===== src/rtl/fifo_wr_arb.sv =====
// Round-robin write arbiter that shares one FIFO write port among NUM_REQ
// producers. The FIFO write is driven combinationally from the winner, the
// winner gets a registered one-cycle ack, and the FIFO's own w_ack is
// cross-checked against the write issued on the previous cycle.
module fifo_wr_arb #(
  parameter int NUM_REQ = 4,
  parameter int WIDTH   = 32,
  localparam int ID_W   = (NUM_REQ > 1) ? $clog2(NUM_REQ) : 1
) (
  input  logic                     i_clk,
  input  logic                     i_rst,
  input  logic [NUM_REQ-1:0]       i_req,
  input  logic [NUM_REQ*WIDTH-1:0] i_req_data,
  output logic [NUM_REQ-1:0]       o_req_ack,
  output logic                     o_w_e,
  output logic [WIDTH-1:0]         o_w_data,
  input  logic                     i_w_avail,
  input  logic                     i_w_ack,
  input  logic                     i_flush,
  output logic [ID_W-1:0]          o_grant_id,
  output logic                     o_err
);

  // Round-robin start index and the requester written on the previous cycle.
  // The previous winner is masked out because its i_req is still high while
  // it waits to see its ack.
  logic [ID_W-1:0]    ptr;
  logic [NUM_REQ-1:0] busy_p1;
  logic               owner_v_p1;

  logic [NUM_REQ-1:0] elig;
  logic               issue;
  logic [ID_W-1:0]    win;
  logic [NUM_REQ-1:0] win_oh;
  logic [ID_W-1:0]    ptr_nxt;
  int                 idx;

  // Stage p0: pick the first eligible requester at or after ptr, wrapping.
  always_comb begin
    elig   = i_req & ~busy_p1;
    issue  = (|elig) & i_w_avail & ~i_flush;
    win    = '0;
    idx    = 0;
    // Scan from the farthest offset down so the nearest eligible one wins.
    for (int i = NUM_REQ - 1; i >= 0; i--) begin
      idx = int'(ptr) + i;
      if (idx >= NUM_REQ) idx = idx - NUM_REQ;
      if (elig[ID_W'(idx)]) win = ID_W'(idx);
    end
    win_oh      = '0;
    win_oh[win] = 1'b1;
    ptr_nxt     = (win == ID_W'(NUM_REQ - 1)) ? '0 : win + 1'b1;
  end

  // Drive the FIFO write port; all fields are zero when nothing is issued.
  always_comb begin
    o_w_e      = issue;
    o_w_data   = '0;
    o_grant_id = '0;
    if (issue) begin
      o_w_data   = i_req_data[int'(win)*WIDTH +: WIDTH];
      o_grant_id = win;
    end
  end

  // Stage p1: advance fairness pointer, ack the winner, check the FIFO ack.
  always_ff @(posedge i_clk) begin
    if (i_rst) begin
      ptr        <= '0;
      busy_p1    <= '0;
      owner_v_p1 <= 1'b0;
      o_req_ack  <= '0;
      o_err      <= 1'b0;
    end else begin
      // ptr only moves on a real write, so a full FIFO or a flush keeps the
      // same requester first in line.
      if (issue) ptr <= ptr_nxt;
      busy_p1    <= issue ? win_oh : '0;
      o_req_ack  <= issue ? win_oh : '0;
      owner_v_p1 <= issue;
      // The FIFO acks exactly the writes issued one cycle earlier; any
      // disagreement latches until reset.
      if (i_w_ack != owner_v_p1) o_err <= 1'b1;
    end
  end

endmodule


===== config.mk =====
export PLATFORM = sky130hd
export DESIGN_NAME = fifo_wr_arb
export DESIGN_NICKNAME = d
export VERILOG_FILES = /design/src/rtl/fifo_wr_arb.sv
export SDC_FILE = /design/constraint.sdc
export NUM_CORES = 1
export LEC_CHECK = 0
export ABC_AREA = 1
export CORE_MARGIN = 2
export CORE_UTILIZATION = 34
export DETAILED_ROUTE_END_ITERATION = 8
export PLACE_DENSITY = 0.86
export SLEW_MARGIN = 20
export SYNTH_ARGS = -nofsm -noshare
export SYNTH_HDL_FRONTEND = slang
export SYNTH_SLANG_ARGS = --single-unit

===== constraint.sdc =====
create_clock -name i_clk -period 2.05 [get_ports i_clk]
set_input_delay 0.3075 -clock i_clk [delete_from_list [all_inputs] [get_ports i_clk]]
set_output_delay 0.3075 -clock i_clk [all_outputs]
set_load 0.03 [all_outputs]

After elaboration in Yosys (flattened, before gate mapping)
Cells that the tools add are included.
- input port bits: 137
- memory bits (read-only): 0
- memories kept: 0
- output and inout port bits: 40
- latch bits: 0
- logic and storage cells: 59
- register bits: 8
- memory bits (writable): 0
- eq/ne operators: 2
- multipliers: 0
- muxes and demuxes: 25
- $lt $le $gt $ge: 10
- bitwise operators: 6
- shift operators: 1
- reduce and logical (&&, ||, !) cells: 3
- add/subtract/negate cells: 8
- div/mod/pow operators: 0
- operators with widths (cell ; count):
    $shiftx 128x8->32 ; 1
    $mux 32 ; 1
    $mux 2 ; 10
    $lt 2x4->1 const B ; 4
    $ge 3x3->1 const B ; 3
    $mux 1 ; 9
    $bmux 1 s2 ; 4
    $sub 2x1->2 const B ; 4
    $add 2x2->3 const B ; 2
    $and 4x4->4 ; 1
    $not 4->4 ; 1
    $reduce_or 4->1 ; 1
    $add 2x1->3 const B ; 1
    $ge 2x3->1 const B ; 1
    $lt 2x3->1 const B ; 1
    $add 2x1->2 const B ; 1
    $and 1x1->1 ; 2
    $demux 1 s2 ; 1
    $eq 2x2->1 const B ; 1
    $ge 2x1->1 const B ; 1
    $not 1->1 ; 2
    $reduce_or 2->1 ; 1
    $logic_and 1x1->1 ; 1
    $ne 1x1->1 ; 1

Longest topological paths before layout
Gate-level depths: netlist (run 1).
- depth in word-level cells: 14
- depth in mapped cells: 15
- depth with buffers taken out: 14

Worst setup path after synthesis (run 1)
OpenSTA, ideal clock, no wires.
- path type: register -> output
- start: reg busy_p1[1]
- end: out o_w_data[10]
- path buffers: 2
- cell stages (with the launch flop): 8
- arrival: 2.501 ns
- required time: 1.742 ns
- path slack: -0.758 ns
- cell sequence: dfxtp_1 > o21ai_0 > nor3_1 > nor3_1 > inv_1 > clkbuf_1 > clkbuf_1 > a21oi_1
- elaborated cells on any way between the ends: 23
- classes of those cells: shift: 1; mux: 17; bitwise: 4; reduce/logical: 1
- RTL lines (what ; RTL line ; source):
    from (decl) ; 28 ; logic [NUM_REQ-1:0] busy_p1;
    from (signal assigned) ; 78 ; busy_p1 <= issue ? win_oh : '0;
    $not 4->4 ; 40 ; elig = i_req & ~busy_p1;
    $and 4x4->4 ; 40 ;
    $reduce_or 4->1 ; 41 ; issue = (|elig) & i_w_avail & ~i_flush;
    $and 1x1->1 (2 in a row) ; 41 ;
    via o_w_e ; 15 ; output logic o_w_e,
    $mux 32 ; 60 ; if (issue) begin
    to (decl) ; 16 ; output logic [WIDTH-1:0] o_w_data,
The timed path passes the listed nets, and every way through them passes these cells. The select of a mux whose other input is x is not followed.

Worst setup path in the final report (run 1)
- start: reg ptr[0]
- end: out o_w_data[16]
- word-level cells in the longest chain between the ends: 12
- elaborated cells on any way between the ends: 33
- classes of those cells: add/sub: 7; order compare: 4; shift: 1; mux: 21
- ends and longest elaborated chain (what ; RTL line ; source):
    from (decl) ; 27 ; logic [ID_W-1:0] ptr;
    from (signal assigned) ; 77 ; if (issue) ptr <= ptr_nxt;
    $add 2x2->3 ; 46 ; idx = int'(ptr) + i;
    $ge 3x3->1 / $sub 2x1->2 (equally long branches) ; 47 ; if (idx >= NUM_REQ) idx = idx - NUM_REQ;
    $mux 2 ; 47 ;
    $bmux 1 s2 ; 48 ; if (elig[ID_W'(idx)]) win = ID_W'(idx);
    $mux 1 (not written as such) (2 in a row) ; 48 ;
    $mux 2 (3 in a row) ; 48 ;
    $mux 2 * ; 48 ;
    $shiftx 128x8->32 * ; 61 ; o_w_data = i_req_data[int'(win)*WIDTH +: WIDTH];
    $mux 32 * ; 60 ;
Every way passes the cells marked *; elsewhere a longest branch is shown, timed or not. The select of a mux whose other input is x is not followed.

==> results.toml, run 1 <==
[setup_path]
critPathTopFamily = "simple AND/OR/NAND/NOR gates"
crit_top_cell = "nand2_2"
crit_path_start_kind = "flop"
crit_slowest_cell = "dfxtp_4"
critPathMaxStageDelay_ns = 0.41
crit_required_ns = 1.74
worstPathArrival_ns = 2.24
endpoint_kind = "primary output"
cp_max_fo = 8
crit_type = "reg2out"
worstPathCellList = "nand3b_1, nand2_2, nand2_2, nand2_2, nand2_4, nand2_4, nand2_8, buf_6, buf_16, nand3b_1, nand3_4, a21oi_4, buf_6"
crit_buf_inv = 3

[timing]
timing.final.ws_setup_ns = -0.498
rsz0062_at_grt = "yes"
setup_viol = 40
tightestPinTransition_ns = 0.312
setup_tns_ns = -15.77
clock_skew_ns = 0.00396
max_freq_ghz = 0.392
hold_viol = 0
drv_slew = 0
min_period_over_period_pct = 124
maxSlewHeadroom_pct = 79.2
fin_crit_ns = 2.55

[yosys]
syn_inst = 436
synth-seq-cells = 8
synth-adder-area-share_pct = 2.25
synth.distinct_cells = 22
synth_nets = 577
synthMuxAreaShare_pct = 0
synth-xor-area-share_pct = 0.394
synth_compound_area_share_pct = 9.41
netlist_area_mm2 = 0.00222
yosysSeqAreaShare_pct = 7.21
synth_top_family_by_area = "simple AND/OR/NAND/NOR gates"
synth.avg_cell_area_um2 = 5.09
yosys.area_share.simple_pct = 51.8
yosys_warnings = 0

[place]
place_congestion = 0.935
dpl_cell_area_mm2 = 0.00446
hpwl_um = 7410
dp_cells = 684
pre_cts_ws_ns = -0.560
io_buffer_count = 176

[die]
start_util_pct = 35.0
die_area_mm2 = 0.00719
rows = 29
floorplan.die.width_um = 84.8
io_pins = 177
core_mm2 = 0.00635
die_y_um = 84.8

[clock_tree]
cts_num_sinks = 8
cts_max_level = 1
clk_pin_slew_worst_paths_ns = 0.04
cts_hold_buf = 0
cts_tree = "yes"
cts-root-buf = "clkbuf_8"
cts_buffer_depth = 2
clock_latency_ns = 0.23
cts_buffers = 3

[drt]
wl_per_cell_um = 24.5
wl_um = 17700
drc_errors = 0
drt_iter0_markers = 515
ant_nets = 0
vias_per_cell = 6.16
num_vias = 4444
drtPass1Iterations = 5

[power_and_ir_drop]
p_leak_nw = 2.85
combinationalPowerShare_pct = 90.1
clock_power_share_pct = 5.1
peakVddDrop_v = 0.000508
swShare_pct = 51.1
p_sw_w = 0.00196
seq_power_share_pct = 4.8
power_w = 0.00383
internal_power_w = 0.00187
p_per_area_mw_per_mm2 = 631

[layout]
drive_gt1_share_pct = 44.2
syn_to_final_growth_pct = 173
antenna_cells = 0
fin_cells = 722
stdcell_area_mm2 = 0.00607
fin_nets = 788

[grt]
grt_pass1_wl_um = 20400
use_met3_pct = 8.37
grt_max_degree = 34
gr-usage-met2_pct = 64.4
top_usage_layer = "met2"
antenna_found_initial = 0
grtUsageMet1_pct = 37.6
grt_pass1_vias = 4091
grt_overflow_total = 0
grt_util_all_layers_pct = 35.1

[status]
violations = "setup timing"
outcome = "complete, but fails checks"

[job]
cap_violations = 0

[worst_hold_path]
min_path_type = "reg2reg"
[power by group through the flow]
stage	sequential, W	combinational (W)	clock [W]
finish	0.000182	0.00345	0.000195
global route	0.000184	0.00353	0.000206
CTS	0.000177	0.00281	0.000190
detailed placement	0.000177	0.00190	0
global placement	0.000177	0.00186	0
floorplan	0.000186	0.00129	0
[metrics by stage]
| stage | hold slack [ns] | util (%) |
|---|---|---|
| after floorplan | 0.386 | - |
| after global placement | 0.449 | 70.2 |
| after detailed placement | 0.462 | 70.2 |
| after CTS | 0.477 | 86.8 |
| after global routing | 0.525 | 95.6 |
| final | 0.493 | 95.6 |
[synthesized netlist by cell type (all sizes together)]
cell type / number / area [µm²]
a211oi: 1 / 7.51
xor2: 1 / 8.76
clkbuf: 4 / 15.0
o21bai: 1 / 7.51
a21oi: 34 / 170
nor2: 13 / 48.8
inv: 116 / 435
ha: 4 / 50.1
nor3: 2 / 10.0
nand2: 85 / 327
dfxtp: 8 / 160
nand3b: 34 / 255
nand3: 101 / 510
clkinv: 1 / 3.75
buf: 27 / 188
o21ai: 4 / 23.8
[what timing repair did]
action	in CTS	in global routing
gates cloned	11	3
setup buffers	15	10
setup endpoints to repair	37	37
resized for setup	156	119
pin swaps	19	72
[cell usage in the layout (no fill, tap or decap), types with 7 or more instances in the layout]
cell             netlist  layout
clkdlybuf4s50_1        0     137
inv_1                113     107
nand3_2                1      58
buf_6                  6      45
nand3b_1              34      34
nand3_1              100      33
nand2_2                3      33
a21oi_4                0      31
nand2_1               82      29
nand2_4                0      21
buf_4                  6      20
buf_12                 0      15
nand3_4                0      10
buf_16                 0       9
nor2_1                13       7
[final timing paths]
check             startpoint           end  slack, ns  cells after the start
hold reg to reg        o_err         o_err       0.49                      2
setup reg to reg      ptr[0]        ptr[1]      -0.25                     15
setup / recovery      ptr[0]  o_w_data[16]      -0.50                     13
hold / removal         o_err         o_err       0.49                      2
[cells by family (layout without fill, tap and decap cells)]
group,after synthesis,after routing
simple gates,235,236
buf+inv,148,356
xor+xnor,1,1
compound gates,40,40
fa+ha+maj,4,4
flops,8,8
[metal layers]
| metal | part of all wire [%] | vias to the layer above |
|---|---|---|
| li1 | - | 1775 |
| met1 | 33 | 1999 |
| met2 | 47 | 506 |
| met3 | 12 | 164 |
| met4 | 8.4 | 0 |
| met5 | 0 | - |
[worst register-to-register path: cells and delay by family (launching register included)]
family,cells,cell delay [ns]
flops,1,0.41
simple gates,7,0.80
compound gates,1,0.16
fa+ha+maj,1,0.24
buf+inv,6,0.60
[area by class of cell]
type / instances / area [µm²]
timing repair buffer: 236 / 2730
multi-input combinational: 281 / 2580
inverter: 117 / 453
fill: 145 / 279
sequential: 8 / 170
tap: 77 / 96.3
clock buffer: 3 / 41.3
[flip-flops by register name (all words and copies together), names as in the netlist]
signal and flops:
o_err 1, owner_v_p1 1, ptr 2, busy_p1 4
No activity file was read; power rests on OpenSTA's default activity.
==> run 2: changes to the inputs <==
Settings changed: CORE_MARGIN 2 to unset, HOLD_SLACK_MARGIN set to 0.03.
==> results.toml, run 2 (synthesis gave the netlist of run 1 again) <==
[die]
io_pins = 177
floorplan.die.width_um = 82.8
start_util_pct = 35.2
core_mm2 = 0.00631
rows = 29
die_area_mm2 = 0.00686
die_y_um = 82.8

[place]
place_congestion = 0.944
dp_cells = 699
hpwl_um = 7090
pre_cts_ws_ns = -1.09
io_buffer_count = 176

[clock_tree]
cts_buffer_depth = 2
clk_pin_slew_worst_paths_ns = 0.04
cts_num_sinks = 8
cts_hold_buf = 0
cts-root-buf = "clkbuf_8"
cts_max_level = 1
cts_tree = "yes"
clock_latency_ns = 0.23
cts_buffers = 3

[timing]
fin_crit_ns = 2.55
setup_viol = 35
timing.final.ws_setup_ns = -0.500
setup_tns_ns = -12.26
clock_skew_ns = 0.00198
hold_viol = 0
min_period_over_period_pct = 124
drv_slew = 0
max_freq_ghz = 0.392
rsz0062_at_grt = "yes"
maxSlewHeadroom_pct = 79.2
tightestPinTransition_ns = 0.311

[setup_path]
critPathMaxStageDelay_ns = 0.18
r2r_slack_ns = -0.04
crit_slowest_cell = "clkdlybuf4s15_1"
crit_path_start_kind = "input port"
endpoint_kind = "primary output"
crit_type = "in2out"
worstPathCellList = "clkdlybuf4s15_1, inv_1, nor2_2, nand2_1, nand2_2, nand2_1, nand2_1, nand2_2, nand2_2, nand2_4, buf_12, buf_8, buf_6, nand3b_1, nand3_2, a21oi_4, buf_6"
crit_required_ns = 1.74
reg2reg_from = "ptr[0]"
rr_worst_depth = 15
cp_max_fo = 6
cp-startpoint = "i_req[2]"
worstPathArrival_ns = 2.24

[grt]
grt_util_all_layers_pct = 30.0
grt_pass1_wl_um = 17100
grt_pass1_vias = 3737
grt_max_degree = 38
antenna_found_initial = 0
grt_overflow_total = 0

[layout]
fin_cells = 729
drive_gt1_share_pct = 40.8
layout_common_cells = "137 x clkdlybuf4s50_1, 109 x inv_1, 59 x nand3_2, 48 x nand2_1, 45 x buf_6"
nFillCells = 277
antenna_cells = 0
syn_to_final_growth_pct = 158
largest_reg_flops = 4
multi_input_area_mm2 = 0.00232
fin_nets = 795
layout_commonest_cell = "clkdlybuf4s50_1"
largestRegisters = "busy_p1: 4 flops, ptr: 2 flops"
top_register = "busy_p1"
seqCellArea_um2 = 170

[worst_hold_path]
hold_path_depth = 2
hold_start = "o_err"
min_path_type = "reg2reg"

[drt]
wl_um = 14000
vias_per_cell = 5.63
ant_nets = 0
drt_iter0_markers = 315
wl_per_cell_um = 19.1
drtPass1Iterations = 5
drc_errors = 0
num_vias = 4104

[power_and_ir_drop]
p_leak_nw = 2.74
peakVddDrop_v = 0.000493
p_per_area_mw_per_mm2 = 575

[job]
cap_violations = 0

[status]
violations = "setup timing"
outcome = "complete, but fails checks"
==> run 2: cell count changes in the layout (fill, tap and decap cells not counted), sizes merged <==
cell and delta:
clkinv -1, dlygate4sd2 -1, buf +7, inv +1, nand2 -1, clkdlybuf4s15 +1
clkbuf +1
==> run 2: worst paths after layout <==
kind                   to
min reg2reg         o_err
max reg2reg        ptr[1]
max          o_w_data[19]
min                 o_err
==> run 2: critical path: cells and delay by family <==
| kind | cells | cell delay (ns) |
|---|---|---|
| AOI/OAI and AO/OA | 1 | 0.16 |
| buffers and inverters | 6 | 0.80 |
| and+or+nand+nor | 10 | 0.97 |
==> run 2: metal layers <==
metal,GRT usage [%],part of all wire [%],vias to the layer above
li1,-,-,1790
met1,33.1,35,1904
met2,57.2,50,317
met3,5.17,8.6,93
met4,10.3,6.4,0
met5,0,0,-
==> run 2: cell type report <==
type                    instances  area share (%)
clock buffers                   3           0.722
inverters                     117            7.90
repair buffers                244            46.2
multi-input cells             280            40.5
flip-flops and latches          8            2.97
well taps                      77            1.68
==> run 2: repair_timing <==
| item | in CTS | in global routing |
|---|---|---|
| cloned | 4 | 5 |
| gates resized for setup | 186 | 94 |
| setup endpoints to repair | 40 | 36 |
| setup buffers | 8 | 10 |
| pin swaps | 19 | 19 |
==> run 2: where the power goes <==
group	internal [W]	switching, W	leakage (nW)	total, W
Combinational	0.00134	0.00158	2.65	0.00292
Sequential	0.000167	0.0000117	0.0684	0.000179
Clock	0.000127	0.0000612	0.0216	0.000188
Total	0.00164	0.00165	2.74	0.00329
==> run 2: stage by stage <==
step | util [%] | cell area, µm² | power (W) | hold WS [ns]
final | 90.6 | 5720 | 0.00329 | 0.474
after global placement | 72.7 | 4590 | 0.00212 | 0.449
after detailed placement | 72.7 | 4590 | 0.00216 | 0.466
after global routing | 90.6 | 5720 | 0.00344 | 0.533
after floorplan | - | 2650 | 0.00147 | 0.386
after CTS | 81.9 | 5170 | 0.00270 | 0.483
==> run 3: changes to the inputs <==
Settings changed: MAX_ROUTING_LAYER set to met4, PLACE_DENSITY 0.86 to 0.94.
==> results.toml, run 3 (synthesis gave the netlist of run 1 again) <==
[drt]
drtPass1Iterations = 7
ant_nets = 0
drt_iter0_markers = 188
drc_errors = 0
wl_um = 13100
wl_per_cell_um = 18.9
num_vias = 3802
vias_per_cell = 5.47

[layout]
final_core_util_pct = 87.7
fin_nets = 761
antenna_cells = 0
largest_reg_flops = 4
syn_to_final_growth_pct = 149
layout_common_cells = "137 x clkdlybuf4s50_1, 109 x inv_1, 74 x nand3_2, 40 x nand2_2, 39 x buf_6"
layout_commonest_cell = "clkdlybuf4s50_1"
top_register = "busy_p1"
drive_gt1_share_pct = 42.2
largestRegisters = "busy_p1: 4 flops, ptr: 2 flops"

[timing]
timing.final.ws_setup_ns = -0.406
max_freq_ghz = 0.407
clock_skew_ns = 0.00168
min_period_over_period_pct = 120
hold_viol = 0
fin_crit_ns = 2.46
rsz0062_at_grt = "yes"
setup_tns_ns = -11.99
maxSlewHeadroom_pct = 78.6
tightestPinTransition_ns = 0.320
drv_slew = 0
setup_viol = 36

[place]
place_congestion = 0.916
io_buffer_count = 176
hpwl_um = 6970

[clock_tree]
cts_tree = "yes"
cts_max_level = 1
cts_num_sinks = 8
cts_buffer_depth = 2
cts-root-buf = "clkbuf_8"
clk_pin_slew_worst_paths_ns = 0.04
cts_buffers = 3
clock_latency_ns = 0.24

[power_and_ir_drop]
p_leak_nw = 2.58
peakVddDrop_v = 0.000721
p_per_area_mw_per_mm2 = 569

[grt]
grt_overflow_total = 0
grt_pass1_wl_um = 17600
grt_pass1_vias = 3817
grt_util_all_layers_pct = 31.9
antenna_found_initial = 0
grt_max_degree = 37

[setup_path]
crit_type = "reg2out"
r2r_slack_ns = -0.07
crit_required_ns = 1.74
worstPathArrival_ns = 2.15
endpoint_kind = "primary output"
crit_path_start_kind = "flop"
cp_max_fo = 18

[die]
die_area_mm2 = 0.00686
rows = 29
start_util_pct = 35.2
die_y_um = 82.8
floorplan.die.width_um = 82.8
io_pins = 177
core_mm2 = 0.00631

[job]
cap_violations = 0

[worst_hold_path]
min_path_type = "reg2reg"

[status]
violations = "setup timing"
outcome = "complete, but fails checks"
[run 3: cell count changes in the layout (fill, tap and decap cells not counted), moves of 5 or more]
| cell | change |
|---|---|
| nand2_2 | +11 |
| buf_12 | +7 |
| nand3_2 | +15 |
| buf_6 | -6 |
| nand3_1 | -17 |
| buf_4 | -26 |
| buf_16 | -5 |
| nand2_1 | -12 |
[run 3: layout make-up]
cell class | count | area (µm²)
clock buffers | 3 | 41.3
well taps | 77 | 96.3
inverters | 117 | 452
repair buffers | 210 | 2300
fillers | 310 | 777
flip-flops and latches | 8 | 173
multi-input cells | 280 | 2470
[run 3: metrics by stage]
stage	instances	setup slack (ns)	hold slack, ns	total power, W	instance area [µm²]
final	695	-0.406	0.474	0.00315	5540
after global routing	695	-0.472	0.529	0.00328	5540
after CTS	692	-0.348	0.474	0.00290	5210
after detailed placement	677	-0.586	0.460	0.00213	4440
after global placement	677	-0.463	0.452	0.00207	4440
after floorplan	436	0.0379	0.386	0.00147	2650
[run 3: routing by layer]
layer	vias up	wire length, µm	GRT usage, %
met5	-	0	-
met2	232	7060	61.1
li1	1708	-	-
met1	1820	4720	32.5
met3	42	909	4.87
met4	0	440	11.4
[run 3: worst paths after layout]
path | cells after the start | end | start
max | 13 | o_w_data[7] | ptr[0]
min | 2 | o_err | o_err
max reg2reg | 15 | ptr[1] | ptr[0]
min reg2reg | 2 | o_err | o_err
[run 3: power breakdown]
part           switching, W  total (W)  internal (W)
Clock             0.0000704   0.000198      0.000128
Sequential        0.0000142   0.000181      0.000167
Combinational       0.00157    0.00277       0.00120
[run 3: worst max-delay path: stages, from the launching register on]
cell	delay, ns
dfxtp_4	0.41
inv_4	0.06
nand3b_1	0.10
nand2_2	0.09
nand2_1	0.07
nand2_1	0.06
nand2_2	0.12
nand3_4	0.10
buf_6	0.15
clkbuf_16	0.18
nand3b_1	0.12
nand3_2	0.11
a21oi_4	0.17
buf_6	0.15
[run 3: what timing repair did]
item,CTS,global route
gates resized for setup,135,82
pin swaps,22,44
hold buffers,0,0
setup endpoints to repair,37,38
cloned,4,2
setup buffers,8,6
